===== src/rtl/usb_pkg.sv =====
// Shared USB transmit-path definitions: encoder packet-type codes, payload
// widths and the arbiter state encoding.
package usb_pkg;

  localparam logic [1:0] PKT_NONE   = 2'b00;
  localparam logic [1:0] PKT_DATA   = 2'b01;
  localparam logic [1:0] PKT_TOKEN  = 2'b10;
  localparam logic [1:0] PKT_HSHAKE = 2'b11;

  localparam int DATA_W   = 88;
  localparam int TOKEN_W  = 24;
  localparam int HSHAKE_W = 8;

  typedef enum logic [1:0] {
    ST_IDLE,
    ST_ISSUE,
    ST_BUSY,
    ST_GAP
  } arb_state_t;

endpackage


===== src/rtl/tx_timer.sv =====
// Loadable down-counter with a zero flag; holds at zero instead of wrapping.
module tx_timer #(
  parameter int W = 11
) (
  input  logic         clk,
  input  logic         rst,
  input  logic         i_load,
  input  logic [W-1:0] i_value,
  input  logic         i_dec,
  output logic         o_zero
);

  logic [W-1:0] r_count;

  always_ff @(posedge clk or posedge rst) begin
    if (rst) begin
      r_count <= '0;
    end else if (i_load) begin
      r_count <= i_value;
    end else if (i_dec && (r_count != '0)) begin
      r_count <= r_count - 1'b1;
    end
  end

  assign o_zero = (r_count == '0);

endmodule


===== src/rtl/usb_tx_arbiter.sv =====
// Fixed-priority arbiter feeding the single USB bit-stream encoder, with a
// data starvation guard, inter-packet gap and encoder watchdog.
module usb_tx_arbiter
  import usb_pkg::*;
#(
  parameter int IPG      = 4,
  parameter int TIMEOUT  = 1024,
  parameter int MAX_SKIP = 3
) (
  input  logic                clk,
  input  logic                rst,
  input  logic                hs_req,
  input  logic [HSHAKE_W-1:0] hs_pkt,
  input  logic                tok_req,
  input  logic [TOKEN_W-1:0]  tok_pkt,
  input  logic                dat_req,
  input  logic [DATA_W-1:0]   dat_pkt,
  output logic                hs_gnt,
  output logic                tok_gnt,
  output logic                dat_gnt,
  output logic                done,
  output logic [1:0]          done_type,
  output logic                err,
  input  logic                enc_free,
  output logic [1:0]          enc_pkt_type,
  output logic [DATA_W-1:0]   enc_data,
  output logic [TOKEN_W-1:0]  enc_token,
  output logic [HSHAKE_W-1:0] enc_hshake
);

  localparam int TMAX = (IPG > TIMEOUT) ? IPG : TIMEOUT;
  localparam int TW   = $clog2(TMAX) + 1;
  localparam int SW   = (MAX_SKIP < 1) ? 1 : $clog2(MAX_SKIP + 1);
  localparam logic [TW-1:0] BUSY_LOAD = TW'(TIMEOUT - 1);
  localparam logic [TW-1:0] GAP_LOAD  = (IPG > 0) ? TW'(IPG - 1) : '0;
  localparam logic [SW-1:0] SKIP_MAX  = SW'(MAX_SKIP);

  arb_state_t          r_state, w_next;
  logic [1:0]          r_type, w_sel;
  logic [DATA_W-1:0]   r_data;
  logic [TOKEN_W-1:0]  r_token;
  logic [HSHAKE_W-1:0] r_hshake;
  logic [SW-1:0]       r_skip;
  logic                r_done, r_err;
  logic [1:0]          r_done_type;
  logic                w_load, w_dec, w_zero, w_complete, w_abort;
  logic [TW-1:0]       w_load_val;

  tx_timer #(.W(TW)) u_timer (
    .clk     (clk),
    .rst     (rst),
    .i_load  (w_load),
    .i_value (w_load_val),
    .i_dec   (w_dec),
    .o_zero  (w_zero)
  );

  always_ff @(posedge clk or posedge rst) begin
    if (rst) r_state <= ST_IDLE;
    else     r_state <= w_next;
  end

  // The timer serves BUSY as a watchdog and GAP as the spacing counter.
  always_comb begin
    w_next     = r_state;
    w_sel      = PKT_NONE;
    w_load     = 1'b0;
    w_load_val = '0;
    w_dec      = 1'b0;
    w_complete = 1'b0;
    w_abort    = 1'b0;
    case (r_state)
      ST_IDLE: begin
        if (enc_free) begin
          if (dat_req && (r_skip == SKIP_MAX)) w_sel = PKT_DATA;
          else if (hs_req)                     w_sel = PKT_HSHAKE;
          else if (tok_req)                    w_sel = PKT_TOKEN;
          else if (dat_req)                    w_sel = PKT_DATA;
          if (w_sel != PKT_NONE) w_next = ST_ISSUE;
        end
      end
      ST_ISSUE: begin
        w_load     = 1'b1;
        w_load_val = BUSY_LOAD;
        w_next     = ST_BUSY;
      end
      ST_BUSY: begin
        if (enc_free)    w_complete = 1'b1;
        else if (w_zero) w_abort    = 1'b1;
        else             w_dec      = 1'b1;
        if (w_complete || w_abort) begin
          if (IPG == 0) begin
            w_next = ST_IDLE;
          end else begin
            w_next     = ST_GAP;
            w_load     = 1'b1;
            w_load_val = GAP_LOAD;
          end
        end
      end
      ST_GAP: begin
        if (w_zero) w_next = ST_IDLE;
        else        w_dec  = 1'b1;
      end
      default: w_next = ST_IDLE;
    endcase
  end

  always_ff @(posedge clk or posedge rst) begin
    if (rst) begin
      r_type      <= PKT_NONE;
      r_data      <= '0;
      r_token     <= '0;
      r_hshake    <= '0;
      r_done      <= 1'b0;
      r_done_type <= PKT_NONE;
      r_err       <= 1'b0;
    end else begin
      if (w_sel != PKT_NONE) begin
        r_type <= w_sel;
        case (w_sel)
          PKT_DATA:  r_data   <= dat_pkt;
          PKT_TOKEN: r_token  <= tok_pkt;
          default:   r_hshake <= hs_pkt;
        endcase
      end
      r_done      <= w_complete;
      r_done_type <= w_complete ? r_type : PKT_NONE;
      r_err       <= w_abort;
    end
  end

  // Counts control grants that jumped ahead of a waiting data packet.
  always_ff @(posedge clk or posedge rst) begin
    if (rst) begin
      r_skip <= '0;
    end else if (!dat_req) begin
      r_skip <= '0;
    end else if (r_state == ST_ISSUE) begin
      if (r_type == PKT_DATA)    r_skip <= '0;
      else if (r_skip != SKIP_MAX) r_skip <= r_skip + 1'b1;
    end
  end

  assign enc_pkt_type = (r_state == ST_ISSUE) ? r_type : PKT_NONE;
  assign hs_gnt       = (r_state == ST_ISSUE) && (r_type == PKT_HSHAKE);
  assign tok_gnt      = (r_state == ST_ISSUE) && (r_type == PKT_TOKEN);
  assign dat_gnt      = (r_state == ST_ISSUE) && (r_type == PKT_DATA);
  assign done         = r_done;
  assign done_type    = r_done_type;
  assign err          = r_err;
  assign enc_data     = r_data;
  assign enc_token    = r_token;
  assign enc_hshake   = r_hshake;

endmodule

===== config.mk =====
export PLATFORM = sky130hd
export DESIGN_NAME = usb_tx_arbiter
export DESIGN_NICKNAME = d
export VERILOG_FILES = /design/src/rtl/usb_pkg.sv /design/src/rtl/tx_timer.sv /design/src/rtl/usb_tx_arbiter.sv
export SDC_FILE = /design/constraint.sdc
export NUM_CORES = 1
export LEC_CHECK = 0
export CAP_MARGIN = 15
export CORE_MARGIN = 2
export CORE_UTILIZATION = 42
export CTS_CLUSTER_DIAMETER = 200
export CTS_CLUSTER_SIZE = 8
export DETAILED_ROUTE_END_ITERATION = 7
export PLACE_DENSITY_LB_ADDON = 0.05
export SLEW_MARGIN = 20
export SYNTH_ARGS = -nofsm -noshare
export SYNTH_HDL_FRONTEND = slang
export SYNTH_SLANG_ARGS = --single-unit

===== constraint.sdc =====
create_clock -name clk -period 6.3 [get_ports clk]
set_clock_uncertainty 0.2 [all_clocks]
set_input_delay 0.63 -clock clk [delete_from_list [all_inputs] [get_ports clk]]
set_output_delay 0.63 -clock clk [all_outputs]
set_load 0.01 [all_outputs]

==> impl_metrics.csv, run 1 <==
group,metric,value,unit
synthesis,synth_commonest_cells,"dfrtp_1, mux2_2, nor2_1, inv_1, a21oi_1",
place,post-dp-hpwl,10.80,mm
grt,grt_pass1_vias,4576,
detailed_routing,drc_errors,0,
final_layout,num_antenna_cells,0,
job,cap_violations,0,
setup_path,cp-start-kind,"register",
place,routabilityCongestion,0.7957,
synthesis,seq_area_frac_synth,0.6058,
final_layout,ff_latch_area,3528,sq um
detailed_routing,dr_total_vias,4247,
detailed_routing,ant_nets,0,
grt,grt_max_degree,95,
setup_path,critPathMaxFanout,11,
clock_network,path_clk_slew,0.06,ns
floorplan,core,13720,sq um
floorplan,dieArea,14830,sq um
sta,holdWs,0.3001,ns
clock_network,cts_hold_buf,0,
clock_network,postCtsSetupRepairBufs,0,
synthesis,synth_most_common_cell,"dfrtp_1",
sta,final_max_slew_viol_count,0,
clock_network,tritoncts,"done",
sta,fmax,308.7,MHz
synthesis,ys_async_sr_fraction,1.000,
synthesis,ys.flop_type,"dfrtp_1",
synthesis,synth_edf_count,0,
floorplan,die_w,121.8,microns
setup_path,crit_path_end_kind,"output port",
synthesis,yosysTopAreaCell,"dfrtp_1",
final_layout,multi_input_area,2156,sq um
worst_hold_path,holdCritPathClass,"register to register",
clock_network,root_buffer,"clkbuf_16",
clock_network,clock_sinks,141,
sta,hold_viol,0,
floorplan,start_util,0.4245,
synthesis,syn-cell-area,5824,sq um
grt,antenna_found_initial,0,
pwr,power_density,513.3,nW/um^2
detailed_routing,routed_wl,15.00,mm
final_layout,nNetsFinal,791,
pwr,p_switching,1435,uW
clock_network,h-tree-depth,4,
detailed_routing,via_per_inst,4.996,
synthesis,ys_ff_latch,141,
floorplan,rows,43,
detailed_routing,wl_per_cell,17.64,microns
sta,tns,0,ns
final_layout,fillers,1005,
pwr,seq_power_share,0.341,
pwr,pwr-share-comb,0.430,
final_layout,drive_above_1_share,0.2537,
sta,final.min_clock_period,3.240,ns
clock_network,post_cts_resized,0,
pwr,p_int,3269,uW
place,port_buffers,254,
synthesis,synth_cells,399,
grt,track_usage,0.2074,
grt,grt_pass1_wl,23.49,mm
setup_path,crit_type,"register to output port",
sta,rsz0062_at_grt,"false",
setup_path,required,5.47,ns
detailed_routing,initialDrtViolationCount,150,
synthesis,synth-warning-count,0,
pwr,power,4704,uW
synthesis,synthDominantCellAreaShare,0.6058,
synthesis,synth_cell_types,43,
grt,grt.overflow.total,0,
run_status,status,"complete, no violations",
floorplan,ios,255,
synthesis,synth.net_count,532,
sta,fin_crit_sh,0.5142,
pwr,vdd_drop_max,0.0002805,V
pwr,p_sw_frac,0.3052,
pwr,p_clk_frac,0.229,
sta,setup_violations,0,
sta,max_slew_margin,0.3085,
clock_network,insertion_delay,0.41,ns
detailed_routing,drt-pass1-iter-count,7,
synthesis,avgSynthCellArea,14.60,sq um
sta,worst_pin_slew,1.028,ns
final_layout,syn2layout_area_growth,57.36,%
setup_path,crit_arrival,2.41,ns
clock_network,clockBufferDepth,2,
floorplan,die_h,121.8,microns
pwr,leakagePower,0.004024,uW
setup_path,reg2reg_slack,3.36,ns
clock_network,numCtsBuffers,17,
synthesis,synth.area.top_cells,"dfrtp_1, mux2_2, ha_1",
-- worst max-delay path, stage by stage, from the launching register on --
cell             delay [ns]
dfrtp_1                0.40
inv_1                  0.11
ha_1                   0.44
inv_1                  0.25
nor3_1                 0.22
clkdlybuf4s50_1        0.57
-- layout by cell type (no fill, tap or decap), types with 3 or more instances in the layout --
master / count
and2_1: 4
nand3_1: 4
nand3b_1: 3
a211oi_1: 4
a31oi_1: 4
o221a_2: 6
a41oi_1: 4
nor2_1: 14
nand2_1: 6
bufinv_16: 5
buf_4: 3
clkbuf_16: 17
nor3_1: 5
clkinv_2: 4
o21ai_0: 3
mux2_2: 121
a21oi_1: 11
ha_1: 7
inv_1: 12
dfrtp_1: 141
clkdlybuf4s50_1: 254
-- per-layer routing --
metal,part of all wire,vias up,track usage
met3,0.11,16,0.1091
met4,0.015,0,0.06753
met1,0.38,2093,0.2331
met2,0.50,176,0.3404
li1,-,1962,-
met5,0,-,0
-- power by group through the flow --
stage | logic, uW | clock network (uW) | registers [uW]
6_report | 2020 | 1080 | 1600
5_1_grt | 2180 | 1140 | 1660
4_1_cts | 2050 | 1100 | 1610
3_5_place_dp | 2030 | 0 | 1610
3_3_place_gp | 1990 | 0 | 1590
2_1_floorplan | 777 | 0 | 1770
-- final timing paths --
check,startpoint,endpoint,cells after the start
max in group asynchronous,rst,enc_data[61]$_DFFE_PP0P_,3
max reg2reg,r_skip[0]$_DFFE_PP0P_,enc_data[0]$_DFFE_PP0P_,4
min reg2reg,enc_data[4]$_DFFE_PP0P_,enc_data[4]$_DFFE_PP0P_,1
min in group asynchronous,rst,enc_token[2]$_DFFE_PP0P_,2
max,r_state[1]$_DFFE_PP0P_,dat_gnt,5
min,enc_data[4]$_DFFE_PP0P_,enc_data[4]$_DFFE_PP0P_,1
-- registers in the layout, summed over array words and instances (netlist names) --
signal and count:
enc_token 24, u_timer.r_count 11, r_state 2, done 1, enc_hshake 8, r_type 2, err 1, done_type 2
r_skip 2, enc_data 88
-- cell type report --
| class | instances | share of cell area |
|---|---|---|
| inverters | 13 | 0.005870 |
| clock inverters | 12 | 0.02116 |
| flip-flops and latches | 141 | 0.3850 |
| repair buffers | 257 | 0.2799 |
| clock buffers | 19 | 0.04833 |
| multi-input cells | 228 | 0.2352 |
| well taps | 180 | 0.02457 |
-- cell families (layout without fill, tap and decap cells) --
kind of cell,Yosys count,count (layout),synth area share
muxes,123,123,0.2374
and+or+nand+nor,51,51,0.05027
xor gates and xnor gates,1,1,0.001504
adders and majority gates,7,7,0.01504
AOI/OAI and AO/OA,46,46,0.06272
DFF,141,141,0.6058
buffers and inverters,30,301,0.02728
-- through the flow --
step           utilization  cell area [sq um]  setup WS [ns]  std cells
6_report            0.6680               9165          3.060        850
2_1_floorplan            -               5824          1.689        399
3_5_place_dp        0.6216               8528          2.852        819
5_1_grt             0.6680               9165          2.845        850
4_1_cts             0.6680               9165          3.005        850
3_3_place_gp        0.6211               8521          2.893        819
(Power assumes the default switching activity.)
==> run 2: changes to the inputs <==
==> constraint.sdc (replaced) <==
create_clock -name clk -period 3.4 [get_ports clk]
set_clock_uncertainty 0.2 [all_clocks]
set_input_delay 0.34 -clock clk [delete_from_list [all_inputs] [get_ports clk]]
set_output_delay 0.34 -clock clk [all_outputs]
set_load 0.01 [all_outputs]
==> run 2 against run 1 <==
Sequential share of layout area up 0.095 points. Register-to-register slack got worse by 2.3 ns. First-iteration DRC count shrank 4.7%. Clock power increased by 65%. Power up 80%. Combinational power is 85% higher. Via count grew 0.31%. Routed wire length decreased by 2.0%. Largest cell class unchanged. Highest routed layer unchanged.
==> impl_metrics.csv, run 2 (synthesis results as in run 1) <==
group,metric,value,unit
sta,rsz0062_at_grt,"false",
sta,tns,0,ns
grt,grt_pass1_wl,22.63,mm
floorplan,die_w,121.8,microns
final_layout,largest_reg_flops,88,
grt,grt_pass1_vias,4418,
detailed_routing,routed_wl,14.70,mm
detailed_routing,drc_errors,0,
sta,fin_ws,0.4630,ns
clock_network,tritoncts,"done",
floorplan,start_util,0.4245,
final_layout,syn2layout_area_growth,56.97,%
final_layout,nNetsFinal,793,
place,port_buffers,254,
detailed_routing,dr_total_vias,4260,
sta,hold_viol,0,
sta,final.min_clock_period,2.937,ns
clock_network,clockBufferDepth,2,
setup_path,critPathMaxFanout,11,
sta,final_max_slew_viol_count,0,
place,dp_slack,0.7316,ns
final_layout,num_antenna_cells,0,
place,post-dp-hpwl,10.83,mm
sta,fin_crit_sh,0.8638,
worst_hold_path,holdCritPathClass,"input port to asynchronous set/reset pin",
clock_network,clock_sinks,141,
setup_path,cpMostUsedCell,"inv_1",
sta,setup_violations,0,
setup_path,crit_arrival,2.40,ns
sta,max_slew_margin,0.4831,
place,placed_cells_incl_taps,821,
floorplan,dieArea,14830,sq um
final_layout,layout_commonest_cell,"clkdlybuf4s50_1",
detailed_routing,initialDrtViolationCount,143,
grt,grt.overflow.total,0,
final_layout,fillers,1020,
setup_path,crit_family,"buffers and inverters",
floorplan,rows,43,
detailed_routing,ant_nets,0,
clock_network,postCtsSetupRepairBufs,0,
detailed_routing,wl_per_cell,17.29,microns
pwr,power_density,928.1,nW/um^2
final_layout,drive_above_1_share,0.2537,
grt,grt_max_degree,89,
detailed_routing,via_per_inst,5.012,
clock_network,h-tree-depth,4,
sta,worst_pin_slew,0.7724,ns
clock_network,cts_hold_buf,0,
setup_path,crit_type,"register to output port",
final_layout,final_cells,850,
grt,track_usage,0.2022,
setup_path,cp-start-kind,"register",
job,cap_violations,0,
floorplan,ios,255,
floorplan,core,13720,sq um
clock_network,root_buffer,"clkbuf_16",
run_status,status,"complete, no violations",
detailed_routing,drt-pass1-iter-count,4,
final_layout,finish.utilization,0.6664,
setup_path,crit_path_max_incr_delay,0.57,ns
pwr,vdd_drop_max,0.0004466,V
setup_path,required,2.86,ns
final_layout,final_cell_mix,"clkdlybuf4s50_1, dfrtp_1, mux2_2",
setup_path,crit_path_cell_trace,"inv_1, ha_1, inv_1, nor3_1, clkdlybuf4s50_1",
setup_path,crit_slowest_cell,"clkdlybuf4s50_1",
grt,antenna_found_initial,0,
clock_network,numCtsBuffers,17,
setup_path,critPathBufInv,3,
place,routabilityCongestion,0.7821,
clock_network,post_cts_resized,0,
setup_path,crit_path_end_kind,"output port",
clock_network,insertion_delay,0.42,ns
clock_network,path_clk_slew,0.06,ns
pwr,leakagePower,0.004017,uW
floorplan,die_h,121.8,microns
sta,fmax,340.5,MHz
run 2: layer usage:
metal	track usage	vias up	part of all wire	wire length, microns
met1	0.2197	2071	0.36	5334
met5	0	-	0	0
met3	0.1016	32	0.11	1582
li1	-	1974	-	-
met4	0.09411	0	0.030	438
met2	0.3300	183	0.50	7345
run 2: layout make-up:
class / instances / area (sq um) / area share
clock inverter: 8 / 92.59 / 0.01013
multi-input combinational: 228 / 2156 / 0.2358
inverter: 13 / 52.55 / 0.005748
timing repair buffer: 259 / 2618 / 0.2863
sequential: 141 / 3528 / 0.3859
tap: 180 / 225.2 / 0.02463
clock buffer: 21 / 470.5 / 0.05146
run 2: final timing paths:
check / startpoint / to / slack (ns) / cells after the start
hold reg to reg: enc_data[32]$_DFFE_PP0P_ / enc_data[32]$_DFFE_PP0P_ / 0.30 / 1
setup / recovery: r_state[1]$_DFFE_PP0P_ / dat_gnt / 0.46 / 5
setup reg to reg: r_state[0]$_DFFE_PP0P_ / enc_hshake[7]$_DFFE_PP0P_ / 1.01 / 6
hold / removal: rst / enc_data[66]$_DFFE_PP0P_ / 0.18 / 2
min in group clk: enc_data[32]$_DFFE_PP0P_ / enc_data[32]$_DFFE_PP0P_ / 0.30 / 1
max in group asynchronous: rst / u_timer.r_count[9]$_DFFE_PP0P_ / 2.08 / 3
run 2: through the flow:
stage / instance area, sq um / total power (uW) / hold slack (ns)
2_1_floorplan: 5828 / 4720 / 0.2542
3_3_place_gp: 8572 / 6639 / 0.2857
3_5_place_dp: 8579 / 6749 / 0.2913
4_1_cts: 9143 / 8579 / 0.1941
5_1_grt: 9143 / 8998 / 0.2286
6_report: 9143 / 8485 / 0.1778
run 2: power by group:
group          leakage (uW)  switching, uW  internal [uW]  total (uW)
clock              0.000280            659           1120        1780
combinational       0.00195           1480           2260        3740
sequential          0.00178            471           2490        2970
